$ cat src/rtl/uart_fifo_ctrl_pkg.sv
// Shared definitions for the buffered UART control block: register map,
// STATUS/CTRL bit positions and TX FSM state encoding.
package uart_fifo_ctrl_pkg;

  localparam logic [1:0] UART_ADDR_STATUS = 2'd0;
  localparam logic [1:0] UART_ADDR_CTRL   = 2'd1;
  localparam logic [1:0] UART_ADDR_DATA   = 2'd2;

  localparam int unsigned StatRxNotEmpty  = 0;
  localparam int unsigned StatRxThresh    = 1;
  localparam int unsigned StatTxEmpty     = 2;
  localparam int unsigned StatTxFull      = 3;
  localparam int unsigned StatRxOverrun   = 4;
  localparam int unsigned StatTxOverflow  = 5;
  localparam int unsigned StatTxActive    = 6;
  localparam int unsigned StatRxBusy      = 7;
  localparam int unsigned StatRxCountLsb  = 8;
  localparam int unsigned StatTxCountLsb  = 16;

  localparam int unsigned CtrlIrqRxEn     = 0;
  localparam int unsigned CtrlIrqTxEn     = 1;
  localparam int unsigned CtrlRxThreshLsb = 8;
  localparam int unsigned CtrlTxFlush     = 16;
  localparam int unsigned CtrlRxFlush     = 17;

  typedef enum logic [1:0] {
    TxIdle  = 2'd0,
    TxStart = 2'd1,
    TxWait  = 2'd2
  } tx_state_e;

  // A programmed threshold of zero behaves as one.
  function automatic logic [7:0] eff_thresh(input logic [7:0] thresh);
    return (thresh == 8'd0) ? 8'd1 : thresh;
  endfunction

endpackage

$ cat src/rtl/uart_sync_fifo.sv
// Single-clock FIFO with synchronous flush; pointers wrap modulo the depth and
// a separate occupancy count distinguishes full from empty.
module uart_sync_fifo #(
  parameter int unsigned WIDTH      = 8,
  parameter int unsigned DEPTH_LOG2 = 4
) (
  input  logic                  clk_i,
  input  logic                  rst_ni,
  input  logic                  push_i,
  input  logic [WIDTH-1:0]      din_i,
  input  logic                  pop_i,
  input  logic                  flush_i,
  output logic [WIDTH-1:0]      dout_o,
  output logic [DEPTH_LOG2:0]   count_o,
  output logic                  empty_o,
  output logic                  full_o
);

  localparam int unsigned Depth = 1 << DEPTH_LOG2;
  localparam int unsigned CntW  = DEPTH_LOG2 + 1;

  logic [WIDTH-1:0]      mem_q [Depth];
  logic [DEPTH_LOG2-1:0] wr_ptr_q, rd_ptr_q;
  logic [CntW-1:0]       count_q;
  logic                  do_push, do_pop;

  assign empty_o = (count_q == '0);
  assign full_o  = (count_q == CntW'(Depth));
  assign do_pop  = pop_i & ~empty_o;
  // A full FIFO still accepts a push when a pop frees a slot in the same cycle.
  assign do_push = push_i & (~full_o | do_pop);
  assign dout_o  = mem_q[rd_ptr_q];
  assign count_o = count_q;

  always_ff @(posedge clk_i or negedge rst_ni) begin
    if (!rst_ni) begin
      wr_ptr_q <= '0;
      rd_ptr_q <= '0;
      count_q  <= '0;
    end else if (flush_i) begin
      wr_ptr_q <= '0;
      rd_ptr_q <= '0;
      count_q  <= '0;
    end else begin
      if (do_push) wr_ptr_q <= wr_ptr_q + DEPTH_LOG2'(1);
      if (do_pop)  rd_ptr_q <= rd_ptr_q + DEPTH_LOG2'(1);
      if (do_push && !do_pop)      count_q <= count_q + CntW'(1);
      else if (do_pop && !do_push) count_q <= count_q - CntW'(1);
    end
  end

  always_ff @(posedge clk_i or negedge rst_ni) begin
    if (!rst_ni) begin
      for (int i = 0; i < Depth; i++) mem_q[i] <= '0;
    end else if (do_push && !flush_i) begin
      mem_q[wr_ptr_q] <= din_i;
    end
  end

endmodule

$ cat src/rtl/uart_fifo_ctrl.sv
// Bus-facing UART controller with TX/RX FIFOs, RX threshold interrupt, sticky
// error flags and an FSM that drains the TX FIFO into uart_tx.
module uart_fifo_ctrl
  import uart_fifo_ctrl_pkg::*;
#(
  parameter int unsigned DEPTH_LOG2    = 4,
  parameter int unsigned RX_THRESH_RST = 1
) (
  input  logic        clk,
  input  logic        reset_,
  input  logic        cs_,
  input  logic        as_,
  input  logic        rw,
  input  logic [29:0] addr,
  input  logic [31:0] wr_data,
  output logic [31:0] rd_data,
  output logic        rdy_,
  output logic        irq_rx,
  output logic        irq_tx,
  output logic        tx_start,
  output logic [7:0]  tx_data,
  input  logic        tx_busy,
  input  logic        tx_end,
  input  logic        rx_busy,
  input  logic        rx_end,
  input  logic [7:0]  rx_data
);

  localparam int unsigned CntW = DEPTH_LOG2 + 1;

  tx_state_e   state_q, state_d;
  logic [31:0] rd_data_q, rd_data_d, rd_mux;
  logic        rdy_q;
  logic        irq_rx_q, irq_rx_d, irq_tx_q, irq_tx_d;
  logic [7:0]  tx_data_q, tx_data_d;
  logic        irq_rx_en_q, irq_rx_en_d, irq_tx_en_q, irq_tx_en_d;
  logic [7:0]  rx_thresh_q, rx_thresh_d;
  logic        rx_overrun_q, rx_overrun_d, tx_overflow_q, tx_overflow_d;

  logic            access, rd_acc, wr_acc;
  logic [1:0]      reg_addr;
  logic            rx_push, rx_pop, rx_flush, rx_empty, rx_full;
  logic            tx_push, tx_pop, tx_flush, tx_empty, tx_full, tx_push_req;
  logic [7:0]      rx_dout, tx_dout, rx_count8, tx_count8;
  logic [CntW-1:0] rx_count, tx_count;
  logic            rx_ge, tx_active;
  logic            unused_bits;

  assign access      = ~cs_ & ~as_;
  assign rd_acc      = access & rw;
  assign wr_acc      = access & ~rw;
  assign reg_addr    = addr[1:0];
  assign unused_bits = ^{addr[29:2], wr_data[31:18]};
  assign rx_count8   = 8'(rx_count);
  assign tx_count8   = 8'(tx_count);
  assign rx_ge       = (rx_count8 >= eff_thresh(rx_thresh_q));

  always_comb begin
    rx_pop      = rd_acc && (reg_addr == UART_ADDR_DATA) && !rx_empty;
    rx_flush    = wr_acc && (reg_addr == UART_ADDR_CTRL) && wr_data[CtrlRxFlush];
    tx_flush    = wr_acc && (reg_addr == UART_ADDR_CTRL) && wr_data[CtrlTxFlush];
    tx_push_req = wr_acc && (reg_addr == UART_ADDR_DATA);
    tx_push     = tx_push_req && !tx_full;
    rx_push     = rx_end && !rx_flush && (!rx_full || rx_pop);
  end

  uart_sync_fifo #(
    .WIDTH      (8),
    .DEPTH_LOG2 (DEPTH_LOG2)
  ) u_rx_fifo (
    .clk_i   (clk),
    .rst_ni  (reset_),
    .push_i  (rx_push),
    .din_i   (rx_data),
    .pop_i   (rx_pop),
    .flush_i (rx_flush),
    .dout_o  (rx_dout),
    .count_o (rx_count),
    .empty_o (rx_empty),
    .full_o  (rx_full)
  );

  uart_sync_fifo #(
    .WIDTH      (8),
    .DEPTH_LOG2 (DEPTH_LOG2)
  ) u_tx_fifo (
    .clk_i   (clk),
    .rst_ni  (reset_),
    .push_i  (tx_push),
    .din_i   (wr_data[7:0]),
    .pop_i   (tx_pop),
    .flush_i (tx_flush),
    .dout_o  (tx_dout),
    .count_o (tx_count),
    .empty_o (tx_empty),
    .full_o  (tx_full)
  );

  always_comb begin
    irq_rx_en_d   = irq_rx_en_q;
    irq_tx_en_d   = irq_tx_en_q;
    rx_thresh_d   = rx_thresh_q;
    rx_overrun_d  = rx_overrun_q;
    tx_overflow_d = tx_overflow_q;
    if (wr_acc && reg_addr == UART_ADDR_CTRL) begin
      irq_rx_en_d = wr_data[CtrlIrqRxEn];
      irq_tx_en_d = wr_data[CtrlIrqTxEn];
      rx_thresh_d = wr_data[CtrlRxThreshLsb +: 8];
    end
    if (wr_acc && reg_addr == UART_ADDR_STATUS) begin
      if (wr_data[StatRxOverrun])  rx_overrun_d  = 1'b0;
      if (wr_data[StatTxOverflow]) tx_overflow_d = 1'b0;
    end
    // Set events follow the clears so a coincident event wins over W1C.
    if (rx_end && !rx_flush && rx_full && !rx_pop) rx_overrun_d = 1'b1;
    if (tx_push_req && tx_full) tx_overflow_d = 1'b1;
  end

  always_comb begin
    rd_mux = '0;
    case (reg_addr)
      UART_ADDR_STATUS: begin
        rd_mux[StatRxNotEmpty]          = ~rx_empty;
        rd_mux[StatRxThresh]            = rx_ge;
        rd_mux[StatTxEmpty]             = tx_empty;
        rd_mux[StatTxFull]              = tx_full;
        rd_mux[StatRxOverrun]           = rx_overrun_q;
        rd_mux[StatTxOverflow]          = tx_overflow_q;
        rd_mux[StatTxActive]            = tx_active;
        rd_mux[StatRxBusy]              = rx_busy;
        rd_mux[StatRxCountLsb +: 8]     = rx_count8;
        rd_mux[StatTxCountLsb +: 8]     = tx_count8;
      end
      UART_ADDR_CTRL: begin
        rd_mux[CtrlIrqRxEn]             = irq_rx_en_q;
        rd_mux[CtrlIrqTxEn]             = irq_tx_en_q;
        rd_mux[CtrlRxThreshLsb +: 8]    = rx_thresh_q;
      end
      UART_ADDR_DATA: begin
        if (!rx_empty) rd_mux[8:0] = {1'b1, rx_dout};
      end
      default: rd_mux = '0;
    endcase
    rd_data_d = rd_acc ? rd_mux : 32'h0;
  end

  always_ff @(posedge clk or negedge reset_) begin
    if (!reset_) state_q <= TxIdle;
    else         state_q <= state_d;
  end

  always_comb begin
    state_d   = state_q;
    tx_data_d = tx_data_q;
    unique case (state_q)
      TxIdle: begin
        if (!tx_empty && !tx_busy) begin
          state_d   = TxStart;
          tx_data_d = tx_dout;
        end
      end
      TxStart: state_d = TxWait;
      TxWait:  if (tx_end) state_d = TxIdle;
      default: state_d = TxIdle;
    endcase
  end

  always_comb begin
    tx_start  = (state_q == TxStart);
    tx_pop    = tx_start && !tx_empty;
    tx_active = (state_q != TxIdle);
  end

  assign irq_rx_d = irq_rx_en_q & rx_ge;
  assign irq_tx_d = irq_tx_en_q & tx_empty & (state_q == TxIdle);

  always_ff @(posedge clk or negedge reset_) begin
    if (!reset_) begin
      rd_data_q     <= '0;
      rdy_q         <= 1'b1;
      irq_rx_q      <= 1'b0;
      irq_tx_q      <= 1'b0;
      tx_data_q     <= '0;
      irq_rx_en_q   <= 1'b0;
      irq_tx_en_q   <= 1'b0;
      rx_thresh_q   <= 8'(RX_THRESH_RST);
      rx_overrun_q  <= 1'b0;
      tx_overflow_q <= 1'b0;
    end else begin
      rd_data_q     <= rd_data_d;
      rdy_q         <= ~access;
      irq_rx_q      <= irq_rx_d;
      irq_tx_q      <= irq_tx_d;
      tx_data_q     <= tx_data_d;
      irq_rx_en_q   <= irq_rx_en_d;
      irq_tx_en_q   <= irq_tx_en_d;
      rx_thresh_q   <= rx_thresh_d;
      rx_overrun_q  <= rx_overrun_d;
      tx_overflow_q <= tx_overflow_d;
    end
  end

  assign rd_data = rd_data_q;
  assign rdy_    = rdy_q;
  assign irq_rx  = irq_rx_q;
  assign irq_tx  = irq_tx_q;
  assign tx_data = tx_data_q;

endmodule

$ cat config.mk
export PLATFORM = sky130hd
export DESIGN_NAME = uart_fifo_ctrl
export DESIGN_NICKNAME = d
export VERILOG_FILES = /design/src/rtl/uart_fifo_ctrl_pkg.sv /design/src/rtl/uart_sync_fifo.sv /design/src/rtl/uart_fifo_ctrl.sv
export SDC_FILE = /design/constraint.sdc
export NUM_CORES = 1
export LEC_CHECK = 0
export CAP_MARGIN = 20
export CORE_ASPECT_RATIO = 0.9
export CORE_MARGIN = 4
export CORE_UTILIZATION = 43
export CTS_BUF_LIST = sky130_fd_sc_hd__clkbuf_4 sky130_fd_sc_hd__clkbuf_8
export DETAILED_ROUTE_END_ITERATION = 10
export GPL_TIMING_DRIVEN = 0
export PLACE_DENSITY_LB_ADDON = 0.1
export SLEW_MARGIN = 5
export SYNTH_ARGS = -nofsm -noshare
export SYNTH_HDL_FRONTEND = slang
export SYNTH_HIERARCHICAL = 1
export SYNTH_SLANG_ARGS = --single-unit
export TNS_END_PERCENT = 5
$ cat constraint.sdc
create_clock -name clk -period 3.3 [get_ports clk]
set_input_delay 0.66 -clock clk [delete_from_list [all_inputs] [get_ports clk]]
set_output_delay 0.66 -clock clk [all_outputs]
set_load 0.01 [all_outputs]
* Word-level counts from Yosys, hierarchy flattened
Index checks and enable logic that the tools add are counted.
** Operators by class
- Reduce and logical (&&, ||, !) cells :: 56
- Divide/modulo/power cells :: 0
- Order comparisons :: 7
- Shift operators :: 0
- Add/subtract/negate cells :: 8
- Eq/ne operators :: 8
- Bitwise gates (word level) :: 24
- Mux-type cells :: 43
- Multiply operators :: 0
** Operators with widths (number)
- 128-bit bitwise mux :: 2
- 8-bit binary-select mux with 4-bit select :: 2
- 8-bit demux with 4-bit select :: 2
- 8-bit two-way mux :: 7
- 5-bit two-way mux :: 7
- 4-bit two-way mux :: 8
- 1-bit logical AND :: 23
- 21-bit two-way mux :: 1
- 5-bit greater-or-equal comparator (second input constant) :: 4
- 4-bit NOT with 5-bit output :: 4
- 2-bit nonzero test :: 9
- 4-bit by 1-bit adder with 4-bit output (second input constant) :: 4
- 7-bit one-hot mux with 2 select lines :: 1
- 1-bit logical NOT :: 12
- 2-bit one-hot mux with 3 select lines :: 2
- 6-bit one-hot mux with 2 select lines :: 1
- 5-bit by 1-bit adder with 5-bit output (second input constant) :: 2
- 1-bit bitwise AND :: 10
- 5-bit equality test (second input constant) :: 2
- 5-bit logical NOT :: 2
- 5-bit by 1-bit less-than comparator with 1-bit output (second input constant) :: 2
- 5-bit by 1-bit subtractor with 5-bit output (second input constant) :: 2
- 9-bit two-way mux :: 1
- 5-bit by 8-bit greater-or-equal comparator with 1-bit output :: 1
- other kinds (13) :: 35
** Word-level totals
- Memories kept :: 0
- Word-level logic and storage cells :: 195
- Bits in writable memories :: 0
- Bits in latches :: 0
- Bits in registers :: 328
- Memory bits (read-only) :: 0
- Output and inout port bits :: 44

* Logic depth before layout (Yosys ltp)
Gate-level depths: netlist of the first run.
- Word-level depth :: 14
- Mapped depth :: 14

* Modules after synthesis
Netlist of the first run, hierarchy kept.
** By module, submodules not included
- uart_sync_fifo at u_tx_fifo :: cells each 458, area an instance 6754.0 um^2, seq. area each 3528.4 um^2, times used 1
- uart_sync_fifo at u_rx_fifo :: cells each 453, area an instance 6693.9 um^2, seq. area each 3528.4 um^2, times used 1
- uart_fifo_ctrl :: cells each 179, area an instance 2080.7 um^2, seq. area each 1153.6 um^2, times used 1

* Least setup slack after synthesis of the first run
No wires, ideal clock.
- Path type :: input to register
- Start point :: in as_
- End point :: reg u_rx_fifo.count_q[4], in the netlist u_rx_fifo/count_o[4]
- Stages :: 13
- Required time :: 3.169 ns
- Library setup time :: 0.131 ns
- Buffers on the path :: 1
- Data arrival time :: 3.260 ns
- Path slack :: -0.091 ns
- Cell sequence :: or3b_4 or2_1 buf_6 o21ai_2 and2b_2 nor2b_1 mux2_2 inv_1 fa_1 a211o_1 o21a_1 o211ai_1 a31oi_1
** Between the ends
- Longest elaborated chain between the ends :: 12
- Elaborated cells between the ends (all ways) :: 22
- Those cells by class :: mux (2); bitwise (7); reduce/logical (13)
** Ends and longest elaborated chain
- from (decl) :: line uart_fifo_ctrl.sv:12 : input logic as_,
- 1-bit NOT * :: line uart_fifo_ctrl.sv:49 : assign access = ~cs_ & ~as_;
- 1-bit bitwise AND * :: line uart_fifo_ctrl.sv:49
- 1-bit bitwise AND :: line uart_fifo_ctrl.sv:51 : assign wr_acc = access & ~rw;
- 1-bit logical AND (2 in a row) :: line uart_fifo_ctrl.sv:60 : rx_flush = wr_acc && (reg_addr == UART_ADDR_CTRL) && wr_data[CtrlRxFlush];
- 1-bit logical NOT :: line uart_fifo_ctrl.sv:64 : rx_push = rx_end && !rx_flush && (!rx_full || rx_pop);
- 1-bit logical AND :: line uart_fifo_ctrl.sv:64
- 1-bit logical AND * :: line uart_fifo_ctrl.sv:64
- net rx_push :: line uart_fifo_ctrl.sv:42 : logic rx_push, rx_pop, rx_flush, rx_empty, rx_full;
- 1-bit bitwise AND * :: line uart_sync_fifo.sv:31 : assign do_push = push_i & (~full_o | do_pop);
- 1-bit logical AND or 1-bit logical NOT (tied branches) :: line uart_sync_fifo.sv:47, uart_sync_fifo.sv:48
- 5-bit two-way mux or 1-bit logical AND (tied branches) :: line uart_sync_fifo.sv:47, uart_sync_fifo.sv:48
- 5-bit two-way mux or 3-bit nonzero test (tied branches)
- to (signal assigned) :: line uart_sync_fifo.sv:47 : if (do_push && !do_pop) count_q <= count_q + CntW'(1);
- to (signal assigned) :: line uart_sync_fifo.sv:48 : else if (do_pop && !do_push) count_q <= count_q - CntW'(1);
- to (decl) :: line uart_sync_fifo.sv:24 : logic [CntW-1:0] count_q;
Mark *: on every way through the listed nets, which the timed path passes. The rest lies on a longest branch.
A chain may end at the register's enable or synchronous reset.

* Final worst setup path of the first run
- Start point :: reg u_rx_fifo.count_q[0], in the netlist u_rx_fifo/count_o[0]
- End point :: reg u_rx_fifo.count_q[4], in the netlist u_rx_fifo/count_o[4]
** Between the ends
- Longest elaborated chain between the ends :: 9
- Elaborated cells between the ends (all ways) :: 22
- Those cells by class :: add/sub (2); eq/ne (1); mux (3); bitwise (5); reduce/logical (11)
** Ends and longest elaborated chain
- 5-bit logical NOT * :: line uart_sync_fifo.sv:27 : assign empty_o = (count_q == '0);
- net rx_empty :: line uart_fifo_ctrl.sv:42
- 1-bit logical NOT *
- 1-bit logical AND * :: line uart_fifo_ctrl.sv:59 : rx_pop = rd_acc && (reg_addr == UART_ADDR_DATA) && !rx_empty;
- 1-bit logical OR * :: line uart_fifo_ctrl.sv:64
- 1-bit logical AND * :: line uart_fifo_ctrl.sv:64
- net rx_push :: line uart_fifo_ctrl.sv:42
- 1-bit bitwise AND * :: line uart_sync_fifo.sv:31
- 1-bit logical AND or 1-bit logical NOT (tied branches) :: line uart_sync_fifo.sv:47, uart_sync_fifo.sv:48
- 5-bit two-way mux or 1-bit logical AND (tied branches) :: line uart_sync_fifo.sv:47, uart_sync_fifo.sv:48
- 5-bit two-way mux or 3-bit nonzero test (tied branches)
Mark *: on every way through the listed nets, which the timed path passes. The rest lies on a longest branch. The select of a mux whose other input is x is not followed.

==> impl_summary.md, run 1 <==
Status
The run finished with clean final reports.

Drt
The post-detailed-route count of antenna-violating nets is 0. The iteration count of the initial detailed-routing pass is 4. In this run, the number of DRC markers left after iteration 0 of detailed routing was 493.

In the final routed layout, each cell accounts on average for 20.4 microns. After detailed routing, the number of vias per cell comes to 5.38. The detailed-route DRC error count is 0. Summed over all layers, the routed wires come to 36,000 microns. The detailed-route via count is 9,503.

Place
The number of buffers inserted by port buffering is 68. After legalization and detailed placement, the total HPWL measured 24,100 microns. In this run, placement finished with an instance count of 1,640. The congestion estimate from routability-driven global placement came to 0.773.

Final layout
The layout cell share with drive strength beyond 1 is 44.0%. The area added between synthesis and finish is 19.2%. The number of nets in the layout is 1,358. The count of inserted antenna diode cells is 0. The number of fill cells in the layout is 3,027. Once layout is complete, the cells apart from fillers number 1,765.

The final core area utilization is 52.3%.

Synth
The number of distinct library cells after synthesis is 66. The synthesized netlist devotes 6.45% of its cell area to simple gates. Of the total synthesized cell area, the portion taken by full adders, half adders and majority gates is 2.03%.

The share of synthesized registers carrying an async set or reset is 100%. The average instance area after synthesis is 14.2 sq um. The number of warnings reported in the yosys synthesis log is 6.

The most frequent cell after synthesis is sky130_fd_sc_hd__dfrtp_1. The cell area after technology mapping is 0.0155 sq mm. The parity-gate share of the synthesized area counting xor and xnor cells is 0.790%. By area, the combinational part of the netlist is dominated by multiplexers. Sorting the synthesized cells by area gives the leading types as sky130_fd_sc_hd__dfrtp_1 53%, sky130_fd_sc_hd__mux2_2 20%, sky130_fd_sc_hd__mux4_2 9.3%. The synthesized design devotes to its leading area cell type 52.5% of total area.

In the synthesized netlist, the cells that appear most often are 326 x sky130_fd_sc_hd__dfrtp_1, 272 x sky130_fd_sc_hd__mux2_2, 64 x sky130_fd_sc_hd__mux4_2. The main flop type after synthesis is sky130_fd_sc_hd__dfrtp_1. After synthesis, flip-flops and latches occupy 52.9% of the total area. Counting every instance in the synthesized netlist gives 1,090. The cell taking the most area after synthesis is sky130_fd_sc_hd__dfrtp_1. The synthesized netlist devotes 5.10% of its cell area to compound gates. The number of register bits inferred by synthesis is 328. In this run, synthesis inferred 0 flip-flops with an integrated enable. The mux share of post-synthesis cell area is 29.8%.

STA
The worst slew margin relative to its limit is 32.4%. At the pin with the least slew margin, the transition time is 1.01 ns. The final clock period utilization by the worst path is 98.2%. The achievable clock frequency is 309 MHz. The final-report hold violation count came to 0. The final setup violation count is 0.

The clock period minus worst slack is 3.24 ns. Setup repair after global routing could not meet its margin everywhere. Between clock sinks in the finished design, the worst skew comes to 0.0269 ns. The max-slew violation count is 0.

Floorplan
The die covers 0.0392 sq mm. The floorplan step set the die height to 188 microns. The count of pins on the block boundary is 123. The total area inside the core boundary comes to 0.0354 sq mm.

The total number of placement rows is 65. The initial core utilization is 43.9%. The die width is 208 microns.

CTS
The clock net in this run drives a total of 328 sinks. The buffer levels on the longest clock path is 3. At the later pin of the worst-skew pair, clock insertion delay measures 0.61 ns. The number of H-tree branching levels is 2. The CTS clock-pin slew for the worst setup and hold paths is 0.06 ns.

The buffer type at the clock tree root is sky130_fd_sc_hd__clkbuf_8. In this run, CTS created clock tree buffers numbering 58. The clock tree from TritonCTS is done.

The hold-fix buffer count after cts is 0.

Critical path
The cell with the biggest individual delay on the critical path is sky130_fd_sc_hd__or4_4. The most frequent cell on the critical path is sky130_fd_sc_hd__buf_12. The critical path goes through or4_4 > buf_12 > nor2_4 > or2b_1 > o21ai_2 > and2b_2 > nor2b_4 > mux2_4 > inv_6 > buf_12 > fa_2 > a211o_1 > o211ai_1 > o22a_1 > a31oi_1. The required time of the worst setup path is 3.81 ns. STA classifies the critical path endpoint as a flop. The category of the critical setup timing path is reg2reg. STA classifies the critical path startpoint as a flop.

In this run the worst path has a maximum fanout of 6. The largest incremental delay on the critical path is 0.57 ns. The arrival time at the worst endpoint is 3.75 ns. The critical path buffer and inverter count is 3. The cell family with the largest share of critical-path delay is simple AND/OR/NAND/NOR gates.

GRT
The number of global-route vias before repair is 9,898. After global routing the overflow that remains totals 0. The first global-routing pass estimated 57,500 microns of wire.

Entering global routing, the biggest net connects 112 pins. The number of antenna violations at the first check in global routing is 0. The overall routing resource usage is 18.3%.

Power and ir drop
Dividing total power by cell area gives a power density of 792 mW/mm^2. The worst vdd rail ir drop is 251 uV. The leakage power is 8.37 nW. The completed layout was analyzed and its total power is 14.7 mW.

Job
The number of max-cap violations is 0.

Hold path
The class of the worst hold path is in2async.
where the power goes:
| group | total (mW) | leakage (nW) | internal, mW | switching, mW |
|---|---|---|---|---|
| combinational | 4.98 | 3.44 | 2.55 | 2.43 |
| clock | 3.87 | 0.644 | 2.23 | 1.64 |
| sequential | 5.80 | 4.29 | 5.18 | 0.622 |
| total | 14.7 | 8.37 | 9.96 | 4.70 |
timing repair:
| item | in CTS | in global routing |
|---|---|---|
| cloned | 0 | 0 |
| setup endpoints to repair | 214 | 85 |
| pin swaps | 4 | 9 |
| buffers inserted | 6 | 18 |
| gates resized for setup | 31 | 18 |
cells in the final DEF (no fill, tap or decap), drive strengths merged, types with 4 or more instances in the layout:
cell type / instances
mux2i: 8
nor3: 14
conb: 11
clkdlybuf4s50: 64
mux2: 276
nand2: 27
inv: 21
clkbuf: 133
nand3: 7
nand2b: 11
dfrtp: 326
nor2: 68
and3: 10
nor4: 4
or3: 5
o211ai: 19
a22oi: 37
mux4: 64
buf: 61
a21oi: 14
nor2b: 10
ha: 22
and2: 7
o21ai: 15
xor2: 12
state kept, by name, indices dropped and copies added (netlist names):
signal,count
u_rx_fifo/wr_ptr_q,4
irq_tx_en_q,1
tx_overflow_q,1
u_tx_fifo/mem_q,128
u_tx_fifo/rd_ptr_q,4
u_rx_fifo/mem_q,128
u_rx_fifo/rd_ptr_q,4
irq_rx,1
u_rx_fifo/count_o,5
u_tx_fifo/count_o,5
state_q,2
rd_data,21
rx_overrun_q,1
irq_rx_en_q,1
rx_thresh_q,8
u_tx_fifo/wr_ptr_q,4
irq_tx,1
rdy_,1
tx_data,8
routing by layer:
metal | part of all wire (%) | vias up | global-route usage, %
met1 | 49 | 4976 | 28.2
li1 | - | 4331 | -
met4 | 1.6 | 0 | 4.62
met3 | 4.7 | 42 | 3.33
met2 | 44 | 154 | 26.9
met5 | 0 | - | 0
final timing paths:
kind / slack (ns) / start / to / depth (start not counted)
max: 0.06 / u_rx_fifo/count_o[0] / u_rx_fifo/count_o[4] / 15
min reg2reg: 0.48 / u_rx_fifo/mem_q[68] / u_rx_fifo/mem_q[68] / 1
max reg2reg: 0.06 / u_rx_fifo/count_o[0] / u_rx_fifo/count_o[4] / 15
min in group clk: 0.43 / as_ / rdy_ / 2
max in group asynchronous: 2.20 / reset_ / u_tx_fifo/mem_q[50] / 3
min: 0.12 / reset_ / u_rx_fifo/wr_ptr_q[0] / 2
stage by stage:
| stage | TNS [ns] | area, sq um | setup WS, ns | hold WS, ns |
|---|---|---|---|---|
| floorplan | 0 | 15600 | 0.0163 | 0.364 |
| global placement | -4547.71 | 16800 | -14.46 | 0.467 |
| detailed placement | -223.53 | 16900 | -1.18 | 0.474 |
| CTS | -0.468 | 18300 | -0.144 | 0.0896 |
| global route | -0.553 | 18500 | -0.120 | 0.133 |
| finish | 0 | 18500 | 0.0588 | 0.116 |
cells by family (layout without fill, tap and decap cells):
kind of cell    Yosys count  after routing
xor+xnor                 14             14
simple gates            179            179
buf+inv                  90            286
flops                   328            328
fa+ha+maj                24             24
compound gates          106            106
other cells               1             11
mux                     348            348
layout make-up:
type	instances	area, sq um	share of cell area, %
clock inverter	6	72.6	0.392
buffer	71	395	2.14
inverter	19	78.8	0.426
timing repair buffer	95	976	5.27
tap	469	587	3.17
clock buffer	95	1130	6.12
multi-input combinational	682	7060	38.1
sequential	328	8220	44.4
No activity file was read; power rests on OpenSTA's default activity.
==> run 2, diff against run 1 <==
--- a/config.mk
+++ b/config.mk
@@ -5,10 +5,10 @@
 export SDC_FILE = /design/constraint.sdc
 export NUM_CORES = 1
 export LEC_CHECK = 0
-export CAP_MARGIN = 20
+export CAP_MARGIN = 40
 export CORE_ASPECT_RATIO = 0.9
 export CORE_MARGIN = 4
-export CORE_UTILIZATION = 43
+export CORE_UTILIZATION = 55
 export CTS_BUF_LIST = sky130_fd_sc_hd__clkbuf_4 sky130_fd_sc_hd__clkbuf_8
 export DETAILED_ROUTE_END_ITERATION = 10
 export GPL_TIMING_DRIVEN = 0
==> run 2 against run 1 <==
The flow now finishes with violations (negative setup slack). Sequential cell count unchanged. Sequential power about the same. Count of clock-buffer cells in the layout decreased by 6. Core utilization increased by 14 points.
==> impl_summary.md, run 2 (synthesized netlist as in run 1, its figures left out) <==
Status
The run finished, with violations left. The checks that failed: negative setup slack.

Place
Input and output buffers added on the ports amount to 68. The cell count after placement is 1,535. The HPWL after detailed placement is 23,200 microns. The total placed instance area is 0.0168 sq mm. The placer congestion estimate is 0.803.

STA
Setup slack on the critical path of the routed design comes to -0.0324 ns. Of the available clock period, the critical path in the final layout requires 101%. The setup skew after layout is 0.0238 ns. For the final routed database, the setup TNS stands at -0.0324 ns.

The worst slew margin relative to its limit is 43.7%. Derived from the worst setup path, the maximum achievable clock frequency is 300 MHz. Setup repair after global routing could not meet its margin everywhere. The final-report hold violation count was 0. The transition time at the pin with the least slew margin is 0.842 ns. The clock period minus worst slack is 3.33 ns. The final setup violation count is 1.

The max-slew violation count is 0.

Hold path
Along the worst hold path, the cell count comes to 2. The tightest min-delay check is of the in2reg type.

Critical path
The largest single stage delay on the critical path is 0.57 ns. At the worst endpoint, the arrival time is 3.81 ns. The top fanout value on the critical path is 6. The end of the critical path is u_rx_fifo/count_o[4]. The critical path is of the reg2reg type. The cell with the biggest individual delay on the critical path is sky130_fd_sc_hd__or4_4. STA puts the critical path data required time at 3.78 ns. For flop-to-flop paths, the worst setup slack is -0.03 ns. The signal on the critical path passes through or4_4 > buf_12 > nor2_4 > or2b_1 > o21ai_2 > and2b_2 > nor2b_4 > mux2_4 > clkinv_4 > buf_12 > fa_2 > a211o_1 > o21a_1 > buf_4 > nand3_1 > a31oi_1. In this design, the critical path's most frequently occurring cell is sky130_fd_sc_hd__buf_12. The number of cells on the worst reg-to-reg path is 16. STA classifies the critical path startpoint as a flop. In this run the number of cells on the critical path is 16. The sort of element at the end of the critical path is a flop. Grouping stages by cell kind, the critical path spends the most delay in simple AND/OR/NAND/NOR gates. The startpoint identified for the worst register-to-register timing path is u_rx_fifo/count_o[0]. The source of the critical timing path is u_rx_fifo/count_o[0]. In this run the critical register-to-register path is captured at u_rx_fifo/count_o[4]. Counting both buffers and inverters, the worst setup path holds a total of 4.

Floorplan
The overall die area is 0.0310 sq mm. From bottom edge to top edge, the die measures 167 microns. The total number of placement rows is 58. Pin placement for this block handled 123 I/O pins. The placeable core region is 0.0279 sq mm.

The die width is 185 microns. The initial core utilization is 55.7%.

Drt
Dividing the detail-routed wire length by the instance count gives 20.4 microns. The detailed-route wire length is 33,700 microns. The detailed-route via count is 9,610. The detailed-route DRC error count is 0. After detailed routing, the number of vias per cell comes to 5.81. The detail route stage leaves a number of antenna-violating nets equal to 0. The iteration count of the initial detailed-routing pass is 5. The initial detailed-routing violation count is 500.

Final layout
The library cells used most frequently in the layout, excluding fill and tap cells, are 320 x sky130_fd_sc_hd__dfrtp_1, 270 x sky130_fd_sc_hd__mux2_2, 73 x sky130_fd_sc_hd__clkbuf_8. The finished cells cover 0.0184 sq mm. Of the cells placed in the final design, the portion with a size suffix greater than 1 is 43.8%. The final layout contains 1,355 nets. The post-layout instance count excluding filler cells is 1,654. Relative to the synthesized area, the layout overhead comes to 18.4%.

Measured on the finished design, the core utilization comes to 66.0%. The library cell used most frequently in the layout, excluding fill and tap cells, is sky130_fd_sc_hd__dfrtp_1. The count of inserted antenna diode cells is 0.

GRT
The sum of overflow across all layers after global routing is 0. The maximum number of pins on one net before global-route repair is 117. The first global-routing pass estimated 55,100 microns of wire. The number of global-route vias before repair is 10,075.

The overall routing resource usage is 22.3%. The number of antenna violations at the first check in global routing was 0.

CTS
The insertion delay of the later-clocked pin in the worst-skew pair is 0.58 ns. The clock tree synthesis step divided the H-tree into 2 levels. No sink is reached through more buffers than the 3 on the longest clock path. The clock tree from TritonCTS is done. The CTS clock-pin slew for the worst setup and hold paths is 0.06 ns. The number of clock sinks seen by CTS is 328. The tree is rooted in a sky130_fd_sc_hd__clkbuf_8. Clock tree synthesis inserted a total of 54 buffers.

Power and ir drop
The overall power after layout is 14.5 mW. The worst vdd rail ir drop is 348 uV. In this run the power density over the cells is 791 mW/mm^2. The leakage power is 8.38 nW.

Job
Across the run, the number of max-cap violations was 0.
==> run 2: timing repair <==
item                                   in CTS  in global routing
setup endpoints to repair                 217                148
setup buffers                               2                 18
resized for setup                          21                 24
hold buffers                                1                  0
endpoints found under the hold margin      39                  0
pin swaps                                   3                  8
==> run 2: where the power goes <==
| group | internal [mW] | leakage [nW] | switching, mW |
|---|---|---|---|
| combinational | 2.55 | 3.44 | 2.36 |
| clock | 2.22 | 0.644 | 1.60 |
| sequential | 5.18 | 4.29 | 0.650 |
==> run 2: how the worst min path moves through the flow <==
stage / slack (ns) / end / from
finish: 0.45 / rdy_ / as_
global route: 0.43 / rdy_ / cs_
CTS: 0.49 / tx_overflow_q / addr[1]
detailed placement: 0.48 / u_rx_fifo/mem_q[74] / u_rx_fifo/mem_q[74]
global placement: 0.47 / u_rx_fifo/mem_q[67] / u_rx_fifo/mem_q[67]
floorplan: 0.36 / irq_rx / reset_
==> run 2: area by class of cell <==
| class | count | area, sq um |
|---|---|---|
| clock buffers | 89 | 1120 |
| repair buffers | 96 | 991 |
| well taps | 360 | 450 |
| plain buffers | 71 | 395 |
| inverters | 19 | 78.8 |
| multi-input cells | 682 | 7050 |
| fillers | 2087 | 9480 |
| clock inverters | 9 | 83.8 |
| flip-flops and latches | 328 | 8220 |
==> run 2: layer usage <==
metal | GRT usage [%] | vias to the layer above | wire (microns)
met2 | 32.7 | 209 | 15000
met5 | 0 | - | 0
met1 | 34.9 | 5019 | 16400
met4 | 5.07 | 0 | 554
li1 | - | 4335 | -
met3 | 4.17 | 47 | 1700
==> run 2: worst register-to-register path, cell delays in order, from the launching register on <==
cell,delay (ns)
sky130_fd_sc_hd__dfrtp_2,0.43
sky130_fd_sc_hd__or4_4,0.58
sky130_fd_sc_hd__buf_12,0.16
sky130_fd_sc_hd__nor2_4,0.11
sky130_fd_sc_hd__or2b_1,0.16
sky130_fd_sc_hd__o21ai_2,0.07
sky130_fd_sc_hd__and2b_2,0.22
sky130_fd_sc_hd__nor2b_4,0.13
sky130_fd_sc_hd__mux2_4,0.32
sky130_fd_sc_hd__clkinv_4,0.09
sky130_fd_sc_hd__buf_12,0.11
sky130_fd_sc_hd__fa_2,0.20
sky130_fd_sc_hd__a211o_1,0.14
sky130_fd_sc_hd__o21a_1,0.17
sky130_fd_sc_hd__buf_4,0.12
sky130_fd_sc_hd__nand3_1,0.08
sky130_fd_sc_hd__a31oi_1,0.19
==> run 2: stage by stage <==
step / worst slack, ns / hold slack, ns
floorplan: 0.0163 / 0.364
global placement: -13.98 / 0.468
detailed placement: -1.15 / 0.478
CTS: -0.191 / 0.489
global route: -0.176 / 0.430
finish: -0.0324 / 0.446
